**src/rtl/id_ex_stage.sv**
```systemverilog
// ID/EX pipeline register with load-use hazard detection and a saturating stall counter.
// One-cycle latency; a load-use bubble or an external stall freezes PC and IF/ID via combinational enables.
module id_ex_stage #(
  parameter int DATA_W = 32,
  parameter int REG_W  = 5,
  parameter int CNT_W  = 16
) (
  input  logic              clk_i,
  input  logic              rst_n_i,
  input  logic [REG_W-1:0]  IFIDRs_i,
  input  logic [REG_W-1:0]  IFIDRt_i,
  input  logic [REG_W-1:0]  IFIDRd_i,
  input  logic [DATA_W-1:0] RsData_i,
  input  logic [DATA_W-1:0] RtData_i,
  input  logic [DATA_W-1:0] Imm_i,
  input  logic              RegWrite_i,
  input  logic              MemRead_i,
  input  logic              MemWrite_i,
  input  logic              MemtoReg_i,
  input  logic              ALUSrc_i,
  input  logic              RegDst_i,
  input  logic [1:0]        ALUOp_i,
  input  logic              Flush_i,
  input  logic              ExtStall_i,
  output logic [REG_W-1:0]  IDEXRs_o,
  output logic [REG_W-1:0]  IDEXRt_o,
  output logic [REG_W-1:0]  IDEXRd_o,
  output logic [DATA_W-1:0] IDEXRsData_o,
  output logic [DATA_W-1:0] IDEXRtData_o,
  output logic [DATA_W-1:0] IDEXImm_o,
  output logic              IDEXRegWrite_o,
  output logic              IDEXMemRead_o,
  output logic              IDEXMemWrite_o,
  output logic              IDEXMemtoReg_o,
  output logic              IDEXALUSrc_o,
  output logic              IDEXRegDst_o,
  output logic [1:0]        IDEXALUOp_o,
  output logic              IDEXValid_o,
  output logic              HazardStall_o,
  output logic              PCWrite_o,
  output logic              IFIDWrite_o,
  output logic [CNT_W-1:0]  StallCount_o
);

  typedef struct packed {
    logic [REG_W-1:0]  rs;
    logic [REG_W-1:0]  rt;
    logic [REG_W-1:0]  rd;
    logic [DATA_W-1:0] rs_data;
    logic [DATA_W-1:0] rt_data;
    logic [DATA_W-1:0] imm;
    logic              reg_write;
    logic              mem_read;
    logic              mem_write;
    logic              mem_to_reg;
    logic              alu_src;
    logic              reg_dst;
    logic [1:0]        alu_op;
    logic              valid;
  } idex_t;

  idex_t            idex_q;
  idex_t            idex_d;
  logic             load_use;
  logic             bubble;
  logic             load;
  logic [CNT_W-1:0] stall_cnt_q;

  // $0 is never a real dependency, so a load targeting it cannot stall.
  assign load_use = idex_q.valid & idex_q.mem_read & (idex_q.rt != '0) &
                    ((idex_q.rt == IFIDRs_i) | (idex_q.rt == IFIDRt_i));

  assign HazardStall_o = load_use & ~Flush_i;
  assign PCWrite_o     = ~(HazardStall_o | ExtStall_i);
  assign IFIDWrite_o   = PCWrite_o;

  // Flush beats an external stall; a hazard bubble only goes in when the pipe moves.
  assign bubble = Flush_i | (~ExtStall_i & HazardStall_o);
  assign load   = ~Flush_i & ~ExtStall_i & ~HazardStall_o;

  always_comb begin
    idex_d            = '0;
    idex_d.rs         = IFIDRs_i;
    idex_d.rt         = IFIDRt_i;
    idex_d.rd         = IFIDRd_i;
    idex_d.rs_data    = RsData_i;
    idex_d.rt_data    = RtData_i;
    idex_d.imm        = Imm_i;
    idex_d.reg_write  = RegWrite_i;
    idex_d.mem_read   = MemRead_i;
    idex_d.mem_write  = MemWrite_i;
    idex_d.mem_to_reg = MemtoReg_i;
    idex_d.alu_src    = ALUSrc_i;
    idex_d.reg_dst    = RegDst_i;
    idex_d.alu_op     = ALUOp_i;
    idex_d.valid      = 1'b1;
  end

  always_ff @(posedge clk_i or negedge rst_n_i) begin
    if (!rst_n_i) begin
      idex_q <= '0;
    end else if (bubble) begin
      idex_q <= '0;
    end else if (load) begin
      idex_q <= idex_d;
    end
  end

  always_ff @(posedge clk_i or negedge rst_n_i) begin
    if (!rst_n_i) begin
      stall_cnt_q <= '0;
    end else if (HazardStall_o && !ExtStall_i && (stall_cnt_q != '1)) begin
      stall_cnt_q <= stall_cnt_q + 1'b1;
    end
  end

  assign IDEXRs_o       = idex_q.rs;
  assign IDEXRt_o       = idex_q.rt;
  assign IDEXRd_o       = idex_q.rd;
  assign IDEXRsData_o   = idex_q.rs_data;
  assign IDEXRtData_o   = idex_q.rt_data;
  assign IDEXImm_o      = idex_q.imm;
  assign IDEXRegWrite_o = idex_q.reg_write;
  assign IDEXMemRead_o  = idex_q.mem_read;
  assign IDEXMemWrite_o = idex_q.mem_write;
  assign IDEXMemtoReg_o = idex_q.mem_to_reg;
  assign IDEXALUSrc_o   = idex_q.alu_src;
  assign IDEXRegDst_o   = idex_q.reg_dst;
  assign IDEXALUOp_o    = idex_q.alu_op;
  assign IDEXValid_o    = idex_q.valid;
  assign StallCount_o   = stall_cnt_q;

endmodule

```
**config.mk**
```make
export PLATFORM = sky130hd
export DESIGN_NAME = id_ex_stage
export DESIGN_NICKNAME = d
export VERILOG_FILES = /design/src/rtl/id_ex_stage.sv
export SDC_FILE = /design/constraint.sdc
export NUM_CORES = 1
export LEC_CHECK = 0
export ABC_AREA = 1
export CAP_MARGIN = 40
export CORE_UTILIZATION = 39
export CTS_CLUSTER_DIAMETER = 40
export DETAILED_ROUTE_END_ITERATION = 10
export PLACE_DENSITY = 0.78
export SLEW_MARGIN = 40
export SYNTH_ARGS = -nofsm -noshare
export SYNTH_HDL_FRONTEND = slang
export SYNTH_SLANG_ARGS = --single-unit
```
**constraint.sdc**
```tcl
create_clock -name clk_i -period 1.65 [get_ports clk_i]
set_input_delay 0.165 -clock clk_i [delete_from_list [all_inputs] [get_ports clk_i]]
set_output_delay 0.165 -clock clk_i [all_outputs]
set_load 0.01 [all_outputs]
```
=== After elaboration in Yosys (flattened, before gate mapping) ===
Index checks and enable logic that the tools add are counted.

* Flip-flop bits (word level): 136
* Latch bits: 0
* Word-level logic and storage cells: 40
* Bits in read-only memories: 0
* Memories kept: 0
* RAM bits: 0

* Multiply operators: 0
* Equality and inequality tests: 3
* Reduce and logical (&&, ||, !) cells: 5
* Shift-type cells: 0
* Div/mod/pow operators: 0
* Order comparisons: 0
* Bitwise operators: 14
* Add/sub/neg operators: 1
* Muxes and demuxes: 2

{| class="wikitable"
|+ Operators with widths
! cell !! number
|-
| 120-bit two-way mux || 2
|-
| 16-bit by 1-bit adder with 16-bit output (second input constant) || 1
|-
| 16-bit != test (second input constant) || 1
|-
| 5-bit equality test || 2
|-
| 1-bit AND || 7
|-
| 5-bit nonzero test || 1
|-
| 1-bit NOT || 4
|-
| 1-bit OR || 3
|-
| 1-bit logical AND || 2
|-
| 2-bit nonzero test || 1
|-
| 1-bit logical NOT || 1
|}

=== Longest topological paths before layout ===
Gate-level depths: netlist of the first run.

* Word-level depth: 8
* Depth in mapped cells: 11
* Depth with buffers taken out: 11

=== Worst setup path before layout of the first run ===
Ideal clock, no wire load.

* Path type: register to register
* From: reg stall_cnt_q[0] (netlist: StallCount_o[0])
* To: reg stall_cnt_q[12] (netlist: StallCount_o[12])
* Required time: 1.534 ns
* Arrival: 1.495 ns
* Buffers on the path: 1
* Stages on the path, launching flop included: 10
* Path slack: 0.038 ns
* Clock period less this slack: 1.612 ns
* Path through: dfrtp_1 ha_1 nand3_2 nor2_4 nand3_1 nor2_2 nor2_4 buf_8 nand2_2 nand2_1

* Cells in the longest elaborated chain, start to end: 2

{| class="wikitable"
|+ RTL lines
! element !! RTL line !! source
|-
| from (decl) || 67 || <nowiki>logic [CNT_W-1:0] stall_cnt_q;</nowiki>
|-
| from (signal assigned) || 113 || <nowiki>stall_cnt_q <= stall_cnt_q + 1'b1;</nowiki>
|-
| parallel branches: the longest is 2 deep, another holds 16-bit by 1-bit adder with 16-bit output || -- ||
|}

Parallel ways; which one is timed is not known.
A chain may end at the register's enable or synchronous reset.

=== Worst setup path in the final report of the first run ===
* From: reg idex_q (netlist bit IDEXRt_o[0])
* To: out PCWrite_o

* Cells in the longest elaborated chain, start to end: 6

{| class="wikitable"
|+ RTL lines
! element !! RTL line !! source
|-
| from (decl) || 62 || <nowiki>idex_t idex_q;</nowiki>
|-
| from (signal assigned) || 105 || <nowiki>idex_q <= idex_d;</nowiki>
|-
| 5-bit equality test or 5-bit nonzero test (tied branches) || 71, 70 ||
|-
| 1-bit OR or 1-bit AND (tied branches) || 71, 70 ||
|-
| 1-bit AND * || 70 || <nowiki>assign load_use = idex_q.valid & idex_q.mem_read & (idex_q.rt != '0) &</nowiki>
|-
| 1-bit AND * || 73 || <nowiki>assign HazardStall_o = load_use & ~Flush_i;</nowiki>
|-
| 1-bit OR * || 74 || <nowiki>assign PCWrite_o = ~(HazardStall_o | ExtStall_i);</nowiki>
|-
| 1-bit NOT * || 74 ||
|-
| to (decl) || 40 || <nowiki>output logic PCWrite_o,</nowiki>
|}

Every way passes the cells marked *; elsewhere a longest branch is shown, timed or not.

==> reports/metrics.json, run 1 <==
{
  "synthesis": {
    "mapped_nets": 840,
    "ys_async_sr_fraction_pct": 100.0,
    "post_synth_instance_area_sq_mm": 0.006212,
    "cells_after_synth": 716,
    "yosys_register_bits": 136,
    "synth_enable_flop_cells": 0,
    "syn_area_per_cell_sq_um": 8.676,
    "ys_types": 22,
    "sequential_element_share_of_the_synthesized_area_pct": 54.78,
    "synthesis.yosys.warnings": 0,
    "yosys_most_used_dff": "sky130_fd_sc_hd__dfrtp_1"
  },
  "power_and_ir_drop": {
    "p_per_area_mw_per_mm2": 867.5,
    "power.switching_mw": 2.224,
    "p_comb_share_pct": 14.5,
    "seq_power_share_pct": 39.9,
    "p_leak_nw": 5.122,
    "vdd_drop_max_mv": 0.6215,
    "p_clk_share_pct": 45.7,
    "cellInternalPower_mw": 6.822,
    "sw_frac_of_total_pct": 24.59
  },
  "die": {
    "die_y_um": 128.2,
    "initial_core_util_pct": 40.42,
    "row_count": 45,
    "core_region_area_sq_mm": 0.01537,
    "io_pins": 262,
    "design.die.area_sq_mm": 0.01644,
    "fp.dieW_um": 128.2
  },
  "timing": {
    "finalCriticalPeriod_ns": 1.846,
    "worst_slew_margin_rel_pct": 66.49,
    "final_critical_path_setup_slack_ns": -0.1962,
    "max_slew.worst_pin.slew_ns": 0.5027,
    "timing.fmax_mhz": 541.7,
    "finalCritPeriodShare_pct": 111.9,
    "final.setup.tns_ns": -12.77,
    "report.final.setup_viol": 138,
    "worst_clock_skew_ns": 0.007286,
    "timing.final.max_slew_violations": 0,
    "timing.final.hold_violations": 0,
    "rsz0062_at_grt": "true"
  },
  "place": {
    "detailed_place.area_sq_mm": 0.009264,
    "dp_hpwl_um": 12820,
    "place.detailed.instances": 1175,
    "place_congestion": 0.8260,
    "numPortBuffers": 261
  },
  "cells_and_area": {
    "finish.net_count": 1133,
    "final_cells": 1233,
    "synthToLayoutAreaGrowth_pct": 67.85,
    "diodes": 0,
    "drive_above_1_share_pct": 14.09,
    "final_cell_area_sq_mm": 0.01043,
    "fill_cells": 1206
  },
  "clocking": {
    "clk_pin_slew_worst_paths_ns": 0.06,
    "clock_latency_ns": 0.42,
    "cts-buffers-inserted": 17,
    "tritoncts": "done",
    "clock-sinks": 136,
    "ctsHtreeMaxLevel": 4,
    "ctsRootBufferMaster": "sky130_fd_sc_hd__clkbuf_16",
    "cts_buffer_depth": 2
  },
  "global_routing": {
    "vias_in_the_first_global_route": 6090,
    "track_usage_pct": 25.07,
    "global_route_wire_length_before_repair_um": 31840,
    "grt.overflow.total": 0,
    "grt_antenna_before_repair": 0,
    "grt_start_max_net_pins": 100
  },
  "status": {
    "violated_checks": "negative setup slack",
    "run_status": "finished with violations"
  },
  "routing": {
    "postRouteAntennaNets": 0,
    "drt-wirelength-per-cell_um": 18.08,
    "dr_pass1_iterations": 5,
    "detail_route.vias_per_cell": 5.068,
    "count_of_routing_violations_after_the_opening_detailed_route_iteration": 385,
    "drt_wl_total_um": 22290,
    "route.detailed.drc": 0,
    "via_count": 6249
  },
  "setup_path": {
    "worstSetupEndpointType": "output port",
    "critPathArrivalTime_ns": 1.68,
    "crit_type": "flop to output port",
    "reg2reg_setup_slack_ns": -0.13,
    "crit_path_max_fanout": 7,
    "timing.critical_path.required_ns": 1.48,
    "critPathLaunchType": "flop"
  },
  "job": {
    "drv.max_cap_violation_count": 0
  },
  "min_path": {
    "worst_hold_path_type": "input pin to asynchronous set/reset pin"
  }
}
==> power by group through the flow <==
stage | registers, mW | logic (mW) | clock network (mW)
2_1_floorplan | 3.73 | 0.309 | 0
3_5_place_dp | 3.66 | 1.30 | 0
6_report | 3.61 | 1.31 | 4.13
5_1_grt | 3.62 | 1.41 | 4.33
3_3_place_gp | 3.66 | 1.28 | 0
4_1_cts | 3.60 | 1.30 | 4.17
==> flip-flops by register name, indices dropped and copies added, names as in the netlist <==
signal	count
IDEXRegDst_o	1
IDEXRt_o	5
IDEXALUOp_o	2
IDEXRegWrite_o	1
IDEXRtData_o	32
IDEXRd_o	5
IDEXRsData_o	32
StallCount_o	16
IDEXALUSrc_o	1
IDEXMemWrite_o	1
IDEXMemtoReg_o	1
IDEXRs_o	5
IDEXMemRead_o	1
IDEXImm_o	32
IDEXValid_o	1
==> per-layer routing <==
layer | routed length [um] | global-route usage (%) | up-vias
li1 | - | - | 2962
met1 | 9290 | 30.92 | 2993
met2 | 10800 | 41.75 | 257
met3 | 1673 | 6.886 | 37
met4 | 525 | 9.550 | 0
met5 | 0 | 0 | -
==> cell usage after synthesis (5+ instances only) <==
master                     count  area (sq um)
sky130_fd_sc_hd__nand2_1     311          1167
sky130_fd_sc_hd__dfrtp_1     136          3403
sky130_fd_sc_hd__nand4_1     120         750.7
sky130_fd_sc_hd__clkbuf_1     39         146.4
sky130_fd_sc_hd__nor2_1       19         71.32
sky130_fd_sc_hd__inv_1        17         63.81
sky130_fd_sc_hd__nand2_2      13         81.33
sky130_fd_sc_hd__buf_6        12         135.1
sky130_fd_sc_hd__nand3_1      11         55.05
sky130_fd_sc_hd__xnor2_1       9         78.83
sky130_fd_sc_hd__xor2_1        7         61.31
sky130_fd_sc_hd__inv_2         5         18.77
==> cell usage in the layout, fill, tap and decap left out, types with 11 or more instances in the layout <==
| cell | n |
|---|---|
| sky130_fd_sc_hd__clkdlybuf4s50_1 | 249 |
| sky130_fd_sc_hd__nand4_1 | 120 |
| sky130_fd_sc_hd__buf_12 | 14 |
| sky130_fd_sc_hd__nand2_1 | 310 |
| sky130_fd_sc_hd__nand3_1 | 11 |
| sky130_fd_sc_hd__inv_1 | 15 |
| sky130_fd_sc_hd__buf_4 | 34 |
| sky130_fd_sc_hd__nand2_2 | 13 |
| sky130_fd_sc_hd__dfrtp_1 | 129 |
| sky130_fd_sc_hd__nor2_1 | 16 |
| sky130_fd_sc_hd__clkbuf_16 | 29 |
==> critical path, cell delays in order (launching register included) <==
cell                      delay [ns]
sky130_fd_sc_hd__dfrtp_2        0.46
sky130_fd_sc_hd__nand2_1        0.07
sky130_fd_sc_hd__inv_1          0.04
sky130_fd_sc_hd__nor2_1         0.08
sky130_fd_sc_hd__nor2_1         0.05
sky130_fd_sc_hd__nand3_1        0.11
sky130_fd_sc_hd__nand2_4        0.08
sky130_fd_sc_hd__nand2_4        0.08
sky130_fd_sc_hd__inv_4          0.04
sky130_fd_sc_hd__nor2_4         0.14
sky130_fd_sc_hd__buf_6          0.12
==> worst paths after layout <==
kind	from	to	cells past startpoint
worst min register to register	IDEXImm_o[12]	IDEXImm_o[12]	2
max in group asynchronous	rst_n_i	IDEXRsData_o[9]	3
worst min-delay path	rst_n_i	StallCount_o[10]	2
worst max register to register	IDEXRt_o[0]	IDEXRtData_o[24]	11
min in group clk_i	RsData_i[8]	IDEXRsData_o[8]	3
worst max-delay path	IDEXRt_o[0]	PCWrite_o	10
==> area by class of cell <==
type                            count  area [sq um]  share of cell area, %
Timing Repair Buffer              329          3595                  34.47
Sequential cell                   136          3412                  32.72
Multi-Input combinational cell    503          2432                  23.33
Clock buffer                       19         442.9                  4.248
Tap cell                          211         264.0                  2.532
Clock inverter                     13         193.9                  1.860
Inverter                           22         87.58                 0.8399
==> kinds of logic (layout without fill, tap and decap cells) <==
group	count (synthesis)	after routing	share of synthesized area [%]
buf+inv	77	383	6.465
fa+ha+maj	1	1	0.2014
xor+xnor	16	16	2.256
simple gates	485	485	36.17
flops	136	136	54.78
compound gates	1	1	0.1209
==> per-stage QoR <==
stage                     hold WS, ns  setup slack [ns]  util, %  power (mW)
after floorplan               -0.1306           0.03834        -       4.044
after global placement         0.1242           -0.4240    60.27       4.939
after detailed placement       0.1328           -0.4823    60.27       4.957
after CTS                      0.2428           -0.2029    65.19       9.074
after global routing           0.2789           -0.2828    67.84       9.366
final                          0.2419           -0.1962    67.84       9.046
==> timing repair <==
item,in CTS,in global routing
hold endpoints to repair,38,0
gates cloned,3,15
hold buffers,1,0
pin swaps,1,9
buffers inserted,3,6
setup endpoints to repair,110,141
gates resized for setup,33,12
No activity file was read; power rests on OpenSTA's default activity.
==> run 2, diff against run 1 <==
--- a/config.mk
+++ b/config.mk
@@ -11,6 +11,7 @@
 export CTS_CLUSTER_DIAMETER = 40
 export DETAILED_ROUTE_END_ITERATION = 10
 export PLACE_DENSITY = 0.78
+export SETUP_SLACK_MARGIN = 0.4
 export SLEW_MARGIN = 40
 export SYNTH_ARGS = -nofsm -noshare
 export SYNTH_HDL_FRONTEND = slang
==> reports/metrics.json, run 2 (same netlist as run 1, synthesis figures left out) <==
{
  "timing": {
    "rsz0062_at_grt": "true",
    "max_slew.worst_pin.slew": {"value": 0.5970, "unit": "ns", "change": "+0.09434 ns"},
    "timing.final.hold_violations": {"value": 0, "change": "unchanged"},
    "report.final.setup_viol": {"value": 109, "change": "-21%"},
    "timing.final.max_slew_violations": {"value": 0, "change": "unchanged"},
    "finalCritPeriodShare": {"value": 117.0, "unit": "%", "change": "+5.1 points"},
    "worst_slew_margin_rel": {"value": 60.20, "unit": "%", "change": "-6.3 points"},
    "worst_clock_skew": {"value": 0.005099, "unit": "ns", "change": "-0.002187 ns"},
    "finalCriticalPeriod": {"value": 1.931, "unit": "ns", "change": "+0.08442 ns"},
    "final_critical_path_setup_slack": {"value": -0.2806, "unit": "ns", "change": "-0.08442 ns"},
    "final.setup.tns": {"value": -14.69, "unit": "ns", "change": "-1.920 ns"},
    "timing.fmax": {"value": 518.0, "unit": "MHz", "change": "-4.4%"}
  },
  "status": {
    "violated_checks": "negative setup slack",
    "run_status": "finished with violations"
  },
  "global_routing": {
    "grt_start_max_net_pins": {"value": 88, "change": "-12%"},
    "grt.overflow.total": {"value": 0, "change": "unchanged"},
    "global_route_wire_length_before_repair": {"value": 30100, "unit": "um", "change": "-5.5%"},
    "track_usage": {"value": 23.51, "unit": "%", "change": "-1.6 points"},
    "vias_in_the_first_global_route": {"value": 5779, "change": "-5.1%"},
    "grt_antenna_before_repair": {"value": 0, "change": "unchanged"}
  },
  "cells_and_area": {
    "drive_above_1_share": {"value": 14.01, "unit": "%", "change": "-0.076 points"},
    "synthToLayoutAreaGrowth_pct": 60.10,
    "most-common-layout-cells": "sky130_fd_sc_hd__nand2_1 (307), sky130_fd_sc_hd__clkdlybuf4s50_1 (249), sky130_fd_sc_hd__dfrtp_1 (128)",
    "diodes": {"value": 0, "change": "unchanged"},
    "finish.net_count": {"value": 1110, "change": "-2.0%"},
    "commonest_non_fill_non_tap_cell_in_the_layout": "sky130_fd_sc_hd__nand2_1",
    "fill_cells": {"value": 1241, "change": "+2.9%"}
  },
  "clocking": {
    "clock_latency": {"value": 0.41, "unit": "ns", "change": "about the same"},
    "tritoncts": "done",
    "ctsHtreeMaxLevel": {"value": 4, "change": "unchanged"},
    "clk_pin_slew_worst_paths": {"value": 0.06, "unit": "ns", "change": "about the same"},
    "cts-buffers-inserted": {"value": 17, "change": "unchanged"},
    "clock-sinks": {"value": 136, "change": "unchanged"},
    "ctsRootBufferMaster": "sky130_fd_sc_hd__clkbuf_16",
    "cts_buffer_depth": {"value": 2, "change": "unchanged"}
  },
  "die": {
    "io_pins": {"value": 262, "change": "unchanged"},
    "initial_core_util": {"value": 40.42, "unit": "%", "change": "unchanged"},
    "row_count": {"value": 45, "change": "unchanged"},
    "fp.dieW": {"value": 128.2, "unit": "um", "change": "unchanged"},
    "core_region_area": {"value": 0.01537, "unit": "sq mm", "change": "unchanged"},
    "design.die.area": {"value": 0.01644, "unit": "sq mm", "change": "unchanged"},
    "die_y": {"value": 128.2, "unit": "um", "change": "unchanged"}
  },
  "power_and_ir_drop": {
    "vdd_drop_max": {"value": 0.6677, "unit": "mV", "change": "+7.4%"},
    "p_clk_share": {"value": 44.6, "unit": "%", "change": "-1.1 points"},
    "p_leak": {"value": 4.840, "unit": "nW", "change": "-5.5%"},
    "p_per_area": {"value": 889.5, "unit": "mW/mm^2", "change": "+2.5%"},
    "cellInternalPower": {"value": 6.720, "unit": "mW", "change": "-1.5%"},
    "sw_frac_of_total": {"value": 24.04, "unit": "%", "change": "-0.55 points"},
    "fin_total_pwr": {"value": 8.846, "unit": "mW", "change": "-2.2%"},
    "seq_power_share": {"value": 40.8, "unit": "%", "change": "+0.9 points"},
    "power.switching": {"value": 2.127, "unit": "mW", "change": "-4.4%"},
    "p_comb_share": {"value": 14.6, "unit": "%", "change": "about the same"}
  },
  "setup_path": {
    "crit_type": "flop to output port",
    "reg2reg_from": "IDEXRt_o[1]",
    "crit_path_max_fanout": {"value": 4, "change": "-3"},
    "critPathArrivalTime": {"value": 1.77, "unit": "ns", "change": "+0.09 ns"},
    "critPathLaunchType": "flop",
    "worstSetupEndpointType": "output port",
    "timing.critical_path.required": {"value": 1.48, "unit": "ns", "change": "about the same"},
    "critical_path.startpoint": "IDEXRt_o[1]"
  },
  "routing": {
    "drt-wirelength-per-cell": {"value": 15.58, "unit": "um", "change": "-14%"},
    "dr_pass1_iterations": {"value": 5, "change": "unchanged"},
    "via_count": {"value": 6029, "change": "-3.5%"},
    "count_of_routing_violations_after_the_opening_detailed_route_iteration": {"value": 439, "change": "+14%"},
    "detail_route.vias_per_cell": {"value": 4.983, "change": "-1.7%"},
    "route.detailed.drc": {"value": 0, "change": "unchanged"},
    "postRouteAntennaNets": {"value": 0, "change": "unchanged"},
    "drt_wl_total": {"value": 18850, "unit": "um", "change": "-15%"}
  },
  "place": {
    "numPortBuffers": {"value": 261, "change": "unchanged"},
    "dp_hpwl": {"value": 12700, "unit": "um", "change": "-0.97%"},
    "preCtsSetupSlack": {"value": -0.5845, "unit": "ns", "change": "-0.1022 ns"},
    "place_congestion": {"value": 0.8106, "change": "-1.9%"}
  },
  "job": {
    "drv.max_cap_violation_count": {"value": 0, "change": "unchanged"}
  },
  "min_path": {
    "worst_hold_path_type": "input pin to asynchronous set/reset pin"
  }
}
-- run 2: per-stage QoR --
step | std cells | cell area [sq um] | utilization, % | hold slack [ns]
2_1_floorplan | 716 | 6254 | - | -0.1306
5_1_grt | 1210 | 9946 | 64.70 | 0.2103
6_report | 1210 | 9946 | 64.70 | 0.1975
4_1_cts | 1207 | 9862 | 64.16 | 0.1919
3_3_place_gp | 1170 | 9180 | 59.72 | 0.07502
3_5_place_dp | 1170 | 9180 | 59.72 | 0.07618
-- run 2: area by class of cell --
| class | instances | area [sq um] | area share (%) |
|---|---|---|---|
| flip-flops and latches | 136 | 3413 | 34.32 |
| clock inverters | 11 | 145.1 | 1.459 |
| multi-input cells | 503 | 2479 | 24.92 |
| repair buffers | 306 | 3084 | 31.01 |
| well taps | 211 | 264.0 | 2.654 |
| inverters | 22 | 90.09 | 0.9058 |
| clock buffers | 21 | 470.5 | 4.730 |
-- run 2: worst paths after layout --
path,to,depth (start not counted),slack (ns)
max reg2reg,IDEXRtData_o[22],11,-0.19
max,PCWrite_o,11,-0.28
min,IDEXImm_o[11],2,0.20
min reg2reg,IDEXRsData_o[6],2,0.48
min in group clk_i,IDEXRsData_o[11],3,0.30
max in group asynchronous,IDEXRt_o[3],3,0.88
-- run 2: timing repair --
item / CTS / global route
buffers inserted: 4 / 3
pin swaps: 51 / 44
gates resized for setup: 30 / 35
hold endpoints to repair: 136 / 0
setup endpoints to repair: 275 / 275
hold buffers: 1 / 0
-- run 2: per-layer routing --
layer / vias to the layer above / wire [um] / track usage [%]
li1: 2907 / - / -
met3: 28 / 1267 / 6.177
met4: 0 / 397 / 9.204
met1: 2865 / 8148 / 31.03
met5: - / 0 / 0
met2: 229 / 9040 / 36.82
-- run 2: power groups by stage --
stage                     sequential, mW  combinational (mW)  clock (mW)
after floorplan                     3.74               0.311           0
after global placement              3.66                1.25           0
after detailed placement            3.66                1.27           0
after CTS                           3.61                1.28        4.01
after global routing                3.63                1.40        4.17
final                               3.61                1.29        3.94
-- run 2: worst max-delay path, cell delays in order, from the launching register on --
cell and delay, ns:
sky130_fd_sc_hd__dfrtp_2 0.45, sky130_fd_sc_hd__buf_6 0.13, sky130_fd_sc_hd__inv_4 0.05, sky130_fd_sc_hd__nand2_2 0.05, sky130_fd_sc_hd__nand2_2 0.07, sky130_fd_sc_hd__nor2_2 0.03
sky130_fd_sc_hd__nand3_2 0.09, sky130_fd_sc_hd__nand2_4 0.07, sky130_fd_sc_hd__nand2_4 0.10, sky130_fd_sc_hd__inv_4 0.06, sky130_fd_sc_hd__nor2_4 0.14, sky130_fd_sc_hd__buf_6 0.12
